<file path="config.mk">
export PLATFORM = sky130hd
export DESIGN_NAME = regfile_access_arbiter
export DESIGN_NICKNAME = d
export VERILOG_FILES = /design/src/rtl/regfile_arb_pkg.sv /design/src/rtl/regfile_access_arbiter_rr_arbiter2.sv /design/src/rtl/regfile_access_arbiter.sv
export SDC_FILE = /design/constraint.sdc
export NUM_CORES = 1
export LEC_CHECK = 0
export ABC_AREA = 1
export CAP_MARGIN = 25
export CORE_MARGIN = 8
export CORE_UTILIZATION = 44
export CTS_CLUSTER_SIZE = 8
export DETAILED_ROUTE_END_ITERATION = 8
export GPL_TIMING_DRIVEN = 0
export PLACE_DENSITY_LB_ADDON = 0.1
export REMOVE_ABC_BUFFERS = 1
export SYNTH_ARGS = -nofsm -noshare
export SYNTH_HDL_FRONTEND = slang
export SYNTH_SLANG_ARGS = --single-unit
</file>
<file path="constraint.sdc">
create_clock -name CLK -period 1.5 [get_ports CLK]
set_input_delay 0.3 -clock CLK [delete_from_list [all_inputs] [get_ports CLK]]
set_output_delay 0.3 -clock CLK [all_outputs]
set_load 0.005 [all_outputs]
</file>
<file path="src/rtl/regfile_arb_pkg.sv">
// ---------------------------------------------------------------------------
// regfile_arb_pkg
// Shared definitions for the register-file access arbiter:
//   state_e          - transaction FSM states
//   PORT0 / PORT1    - grant identifiers (also the encoding of last_grant)
//   DEFAULT_TIMEOUT  - default number of WAIT_RD cycles before a read aborts
//   CNT_WIDTH        - width of the read timeout counter (TIMEOUT <= 255)
// ---------------------------------------------------------------------------
package regfile_arb_pkg;

  typedef enum logic [2:0] {
    ST_IDLE    = 3'd0,
    ST_WRITE   = 3'd1,
    ST_READ    = 3'd2,
    ST_WAIT_RD = 3'd3,
    ST_RESP    = 3'd4
  } state_e;

  localparam logic PORT0 = 1'b0;
  localparam logic PORT1 = 1'b1;

  localparam int DEFAULT_TIMEOUT = 15;
  localparam int CNT_WIDTH       = 8;

endpackage : regfile_arb_pkg

</file>
<file path="src/rtl/regfile_access_arbiter_rr_arbiter2.sv">
// ---------------------------------------------------------------------------
// rr_arbiter2
// Combinational two-way round-robin pick.
//   valid_i[1:0]  in   request bits, index = port number
//   last_grant_i  in   port that won the previous transaction
//   grant_o[1:0]  out  one-hot grant (all zero when nothing is requested)
// A lone requester always wins; under contention the port that did not win
// last time is chosen.
// ---------------------------------------------------------------------------
module rr_arbiter2
  import regfile_arb_pkg::*;
(
  input  logic [1:0] valid_i,
  input  logic       last_grant_i,
  output logic [1:0] grant_o
);

  for (genvar gi = 0; gi < 2; gi++) begin : g_pick
    localparam logic OTHER = (gi == 0) ? PORT1 : PORT0;
    // Win if the other port is quiet, or if the other port had the last turn.
    assign grant_o[gi] = valid_i[gi] & (~valid_i[OTHER] | (last_grant_i == OTHER));
  end

endmodule : rr_arbiter2

</file>
<file path="src/rtl/regfile_access_arbiter.sv">
// ---------------------------------------------------------------------------
// regfile_access_arbiter
// Shares a single-port register file between two requesters (port 0: system
// controller, port 1: debug/config loader). One transaction at a time,
// round-robin arbitration, bounded wait for read data, one response pulse
// back to the winner.
//
// Ports:
//   CLK, RST                 clock, synchronous active-high reset
//   REQx_VALID/WR/ADDR/WDATA request from port x (WR=1 write, 0 read)
//   REQx_READY               combinational accept, only in IDLE
//   RESPx_VALID              one-cycle completion pulse to port x
//   RESP_DATA, RESP_ERR      read data / timeout flag, valid with RESPx_VALID
//   RegFile_*                register-file strobes, address, data, valid
// ---------------------------------------------------------------------------
module regfile_access_arbiter
  import regfile_arb_pkg::*;
#(
  parameter int DATA_WIDTH = 8,
  parameter int ADDR_WIDTH = 4,
  parameter int TIMEOUT    = DEFAULT_TIMEOUT
) (
  input  logic                  CLK,
  input  logic                  RST,

  input  logic                  REQ0_VALID,
  input  logic                  REQ0_WR,
  input  logic [ADDR_WIDTH-1:0] REQ0_ADDR,
  input  logic [DATA_WIDTH-1:0] REQ0_WDATA,
  output logic                  REQ0_READY,
  output logic                  RESP0_VALID,

  input  logic                  REQ1_VALID,
  input  logic                  REQ1_WR,
  input  logic [ADDR_WIDTH-1:0] REQ1_ADDR,
  input  logic [DATA_WIDTH-1:0] REQ1_WDATA,
  output logic                  REQ1_READY,
  output logic                  RESP1_VALID,

  output logic [DATA_WIDTH-1:0] RESP_DATA,
  output logic                  RESP_ERR,

  output logic [ADDR_WIDTH-1:0] RegFile_ADDRESS,
  output logic                  RegFile_WrEn,
  output logic                  RegFile_RdEn,
  output logic [DATA_WIDTH-1:0] RegFile_WrData,
  input  logic [DATA_WIDTH-1:0] RegFile_RdData,
  input  logic                  RegFile_DATA_VALID
);

  localparam logic [CNT_WIDTH-1:0] CNT_LAST = CNT_WIDTH'(TIMEOUT - 1);

  // -------------------------------------------------------------------------
  // State and latched transaction
  // -------------------------------------------------------------------------
  state_e                  state_q, state_d;
  logic                    wr_q, wr_d;
  logic [ADDR_WIDTH-1:0]   addr_q, addr_d;
  logic [DATA_WIDTH-1:0]   wdata_q, wdata_d;
  logic                    winner_q, winner_d;
  logic                    last_grant_q, last_grant_d;
  logic [CNT_WIDTH-1:0]    cnt_q, cnt_d;
  logic [DATA_WIDTH-1:0]   data_q, data_d;
  logic                    err_q, err_d;

  logic [1:0] req_valid;
  logic [1:0] grant;
  logic [1:0] ready_vec;
  logic [1:0] resp_vec;
  logic       idle_active;
  logic       resp_active;

  assign req_valid = {REQ1_VALID, REQ0_VALID};

  rr_arbiter2 u_rr (
    .valid_i      (req_valid),
    .last_grant_i (last_grant_q),
    .grant_o      (grant)
  );

  // -------------------------------------------------------------------------
  // Next-state logic
  // -------------------------------------------------------------------------
  always_comb begin
    state_d      = state_q;
    wr_d         = wr_q;
    addr_d       = addr_q;
    wdata_d      = wdata_q;
    winner_d     = winner_q;
    last_grant_d = last_grant_q;
    cnt_d        = cnt_q;
    data_d       = data_q;
    err_d        = err_q;

    unique case (state_q)
      ST_IDLE: begin
        if (|grant) begin
          winner_d = grant[1] ? PORT1 : PORT0;
          wr_d     = grant[1] ? REQ1_WR    : REQ0_WR;
          addr_d   = grant[1] ? REQ1_ADDR  : REQ0_ADDR;
          wdata_d  = grant[1] ? REQ1_WDATA : REQ0_WDATA;
          state_d  = (grant[1] ? REQ1_WR : REQ0_WR) ? ST_WRITE : ST_READ;
        end
      end

      ST_WRITE: begin
        data_d  = '0;
        err_d   = 1'b0;
        state_d = ST_RESP;
      end

      ST_READ: begin
        // A valid flag arriving together with the read strobe belongs to
        // no outstanding read, so it is not looked at here.
        cnt_d   = '0;
        state_d = ST_WAIT_RD;
      end

      ST_WAIT_RD: begin
        // Valid is tested first so it wins over the final timeout count.
        if (RegFile_DATA_VALID) begin
          data_d  = RegFile_RdData;
          err_d   = 1'b0;
          state_d = ST_RESP;
        end else if (cnt_q == CNT_LAST) begin
          data_d  = '0;
          err_d   = 1'b1;
          state_d = ST_RESP;
        end else begin
          cnt_d = cnt_q + 1'b1;
        end
      end

      ST_RESP: begin
        last_grant_d = winner_q;
        state_d      = ST_IDLE;
      end

      default: state_d = ST_IDLE;
    endcase
  end

  // -------------------------------------------------------------------------
  // State register
  // -------------------------------------------------------------------------
  always_ff @(posedge CLK) begin
    if (RST) begin
      state_q      <= ST_IDLE;
      wr_q         <= 1'b0;
      addr_q       <= '0;
      wdata_q      <= '0;
      winner_q     <= PORT0;
      last_grant_q <= PORT1;   // port 0 wins the first contention
      cnt_q        <= '0;
      data_q       <= '0;
      err_q        <= 1'b0;
    end else begin
      state_q      <= state_d;
      wr_q         <= wr_d;
      addr_q       <= addr_d;
      wdata_q      <= wdata_d;
      winner_q     <= winner_d;
      last_grant_q <= last_grant_d;
      cnt_q        <= cnt_d;
      data_q       <= data_d;
      err_q        <= err_d;
    end
  end

  // -------------------------------------------------------------------------
  // Outputs. Everything is forced low while RST is high so an abandoned
  // transaction cannot leak a strobe, handshake or response.
  // -------------------------------------------------------------------------
  assign idle_active = ~RST & (state_q == ST_IDLE);
  assign resp_active = ~RST & (state_q == ST_RESP);

  for (genvar gi = 0; gi < 2; gi++) begin : g_port
    assign ready_vec[gi] = idle_active & grant[gi];
    assign resp_vec[gi]  = resp_active & (winner_q == 1'(gi));
  end

  assign REQ0_READY  = ready_vec[0];
  assign REQ1_READY  = ready_vec[1];
  assign RESP0_VALID = resp_vec[0];
  assign RESP1_VALID = resp_vec[1];

  always_comb begin
    RegFile_WrEn    = 1'b0;
    RegFile_RdEn    = 1'b0;
    RegFile_ADDRESS = '0;
    RegFile_WrData  = '0;
    RESP_DATA       = '0;
    RESP_ERR        = 1'b0;

    if (!RST) begin
      unique case (state_q)
        ST_WRITE: begin
          RegFile_WrEn    = 1'b1;
          RegFile_ADDRESS = addr_q;
          RegFile_WrData  = wdata_q;
        end
        ST_READ: begin
          RegFile_RdEn    = 1'b1;
          RegFile_ADDRESS = addr_q;
        end
        ST_RESP: begin
          RESP_DATA = data_q;
          RESP_ERR  = err_q;
        end
        default: ;
      endcase
    end
  end

endmodule : regfile_access_arbiter

</file>
==> reports/results.tsv <==
stage	metric	value	unit
status	outcome	finished, violations left	
status	violated checks	setup timing	
timing	RSZ-0062 raised after global routing	yes	
logic_synthesis	EDFF count, synth	0	
layout	filler cell count	321	
floorplan	Placement Rows	23	
hold_path	Worst Hold Class	input pin to flop	
grt	initial antenna violation count	0	
logic_synthesis	Seq/Total Area, Yosys	0.379	
logic_synthesis	Netlist Area Pre-Place	1800	µm²
clocking	CTS sink count	34	
logic_synthesis	share of the synthesized area in the top cell type	0.379	
timing	max-slew violations	0	
layout	fin util	0.729	
grt	All-Layer GR Usage	0.183	
place	IO buf count	65	
grt	first-pass GRT wire length	9.42	mm
setup_path	Crit Path Max Fanout	3	
setup_path	Critical Path Sink Type	output port	
clocking	Worst-path clk slew	70	ps
drt	WL/cell	14.6	µm
logic_synthesis	Synth area leader	dfxtp_1	
setup_path	required time of the critical path	1200	ps
grt	vias in the first global route	2057	
grt	GR Overflow Total	0	
timing	clock skew	10.5	ps
layout	finished layout cell area	2900	µm²
grt	largest net degree at the start of global routing	28	
floorplan	Die W	79.9	µm
floorplan	# IOs	66	
drt	WL final	6.28	mm
setup_path	WP data arrival	1570	ps
layout	Area Growth Syn to Fin	61.3	%
logic_synthesis	syn avg cell area	6.26	µm²
timing	Hold Worst Slack	392	ps
timing	Worst Slack Setup Final	-365	ps
timing	Final Hold Vio Count	0	
run	total of max-cap violations	0	
grt	met2 usage	0.311	
timing	final setup fails	35	
timing	Worst-Margin Slew	479	ps
place	DP HPWL	3.57	mm
clocking	H-tree depth	2	
logic_synthesis	Yosys warnings	0	
floorplan	die area	6380	µm²
clocking	CTS tree	done	
drt	DR vias	2169	
logic_synthesis	Distinct cells, synth	25	
place	worst slack at placement	-1680	ps
drt	post-route ant nets	0	
floorplan	Die Y	79.9	µm
clocking	Clock Latency Late Sink	290	ps
drt	DR vias/cell	5.06	
power_and_ir_drop	Pleak	1.28	nW
power_and_ir_drop	Peak supply drop	0.000614	V
layout	share of cells above drive strength 1	0.288	
floorplan	Initial Util	0.452	
timing	fmax	536	MHz
logic_synthesis	most numerous cell in the Yosys netlist	nand2_1	
logic_synthesis	top_reg_cell synth	dfxtp_1	
clocking	CTS Buf Count	5	
grt	busiest grt layer	met2	
power_and_ir_drop	PD cells	1210	nW/µm²
floorplan	core area	3970	µm²
logic_synthesis	largest cells by area after synthesis	dfxtp_1 (38%), nand2_1 (16%), nor2_1 (11%), a21oi_1 (7.0%), nand3_1 (6.4%)	
drt	Remaining DRCs	0	
logic_synthesis	top cell types by occurrence after synthesis	nand2_1 (78), nor2_1 (53), dfxtp_1 (34), inv_1 (30), a21oi_1 (25)	
place	RD Place Congestion	0.853	
grt	met1 usage	0.201	
layout	final net count	419	
grt	met3 Use GR	0.0766	
setup_path	critical path type	flop to output port	
clocking	# hold bufs at CTS	0	
place	Post-Place Cell Area	2460	µm²
logic_synthesis	fraction of registers with async set/reset	0	
logic_synthesis	Mapped Cells	287	
clocking	Longest Clk Path Bufs	2	
clocking	clk root buf	clkbuf_8	
timing	period utilisation layout	1.24	
layout	antenna cells	0	
drt	DR iter-0 viols	147	
timing	fin crit period	1870	ps
logic_synthesis	Yosys reg bits	34	
setup_path	Startpoint Class	flop	
drt	drt pass-1 iters	4	
timing	worst slew margin relative to its limit	0.679	
==> through the flow <==
step                power (mW)  TNS [ps]  cells
finish                    3.49     -5940    429
CTS                       3.21     -4210    425
global placement          2.09    -55700    391
detailed placement        2.11    -55780    391
global route              3.69     -9430    429
floorplan                 1.73     -2110    276
==> worst max-delay path, cell delays in order (launching register included) <==
cell,delay [ps]
dfxtp_4,370
buf_6,120
nor3_4,140
buf_4,140
inv_2,40
nor2_1,100
inv_1,60
nor2_1,150
buf_2,150
==> per-layer routing <==
metal	wire length, µm	part of all wire	vias to the layer above
li1	-	-	1088
met1	2430	0.39	979
met2	3190	0.51	90
met3	508	0.081	12
met4	149	0.024	0
met5	0	0	-
==> kinds of logic (layout without fill, tap and decap cells) <==
group,count (synthesis),in the layout,synth area share
compound gates,45,45,0.132
xor+xnor,1,1,0.00488
fa+ha+maj,2,2,0.0139
buf+inv,41,132,0.0885
flops,34,34,0.379
simple gates,164,165,0.381
==> where the power goes <==
part | switching (mW) | leakage (nW) | internal, mW
combinational | 0.882 | 0.948 | 0.711
clock | 0.341 | 0.0482 | 0.371
sequential | 0.112 | 0.280 | 1.08
total | 1.34 | 1.28 | 2.16
==> path summary, 6_finish.rpt <==
kind / start / slack, ps / to / cells after the start
worst max register to register: state_q[2]$_SDFFE_PP0P_ / -90 / data_q[2]$_SDFFE_PP0P_ / 8
worst min-delay path: RST / 390 / state_q[2]$_SDFFE_PP0P_ / 2
worst max-delay path: state_q[0]$_SDFFE_PP0P_ / -370 / RESP0_VALID / 8
worst min register to register: data_q[3]$_SDFFE_PP0P_ / 470 / data_q[3]$_SDFFE_PP0P_ / 2
==> what timing repair did <==
action,4_1_cts,5_1_grt
resized for setup,169,26
pin swaps,14,8
gates cloned,1,1
setup endpoints to repair,48,59
setup buffers,25,4
==> layout by cell type, fill, tap and decap left out, types with 2 or more instances in the layout <==
master,count
inv_2,2
nand2_4,7
clkdlybuf4s50_1,36
nor3_4,2
nand2_8,2
inv_1,23
buf_6,15
nand2_1,68
nand2_2,6
a21oi_1,25
o21ai_0,11
clkbuf_8,6
nor2_2,11
buf_4,14
ha_1,2
dfxtp_1,31
inv_4,4
nand3_1,22
nor2_1,39
nor3b_1,2
nor2_4,4
o21ai_1,3
dfxtp_4,3
buf_2,27
==> final cells by class <==
class,instances,area [µm²],share of cell area
clock buffers,7,86.3,0.0298
repair inverters,1,5.00,0.00173
well taps,50,62.6,0.0216
multi-input cells,213,1130,0.390
repair buffers,93,790,0.273
clock inverters,1,5.00,0.00173
flip-flops and latches,34,692,0.239
inverters,30,126,0.0436
==> state kept, by name, indices dropped and copies added (netlist names) <==
| register | count |
|---|---|
| addr_q | 4 |
| cnt_q | 8 |
| data_q | 8 |
| err_q | 1 |
| last_grant_q | 1 |
| state_q | 3 |
| wdata_q | 8 |
| winner_q | 1 |
No activity file was read; power rests on OpenSTA's default activity.
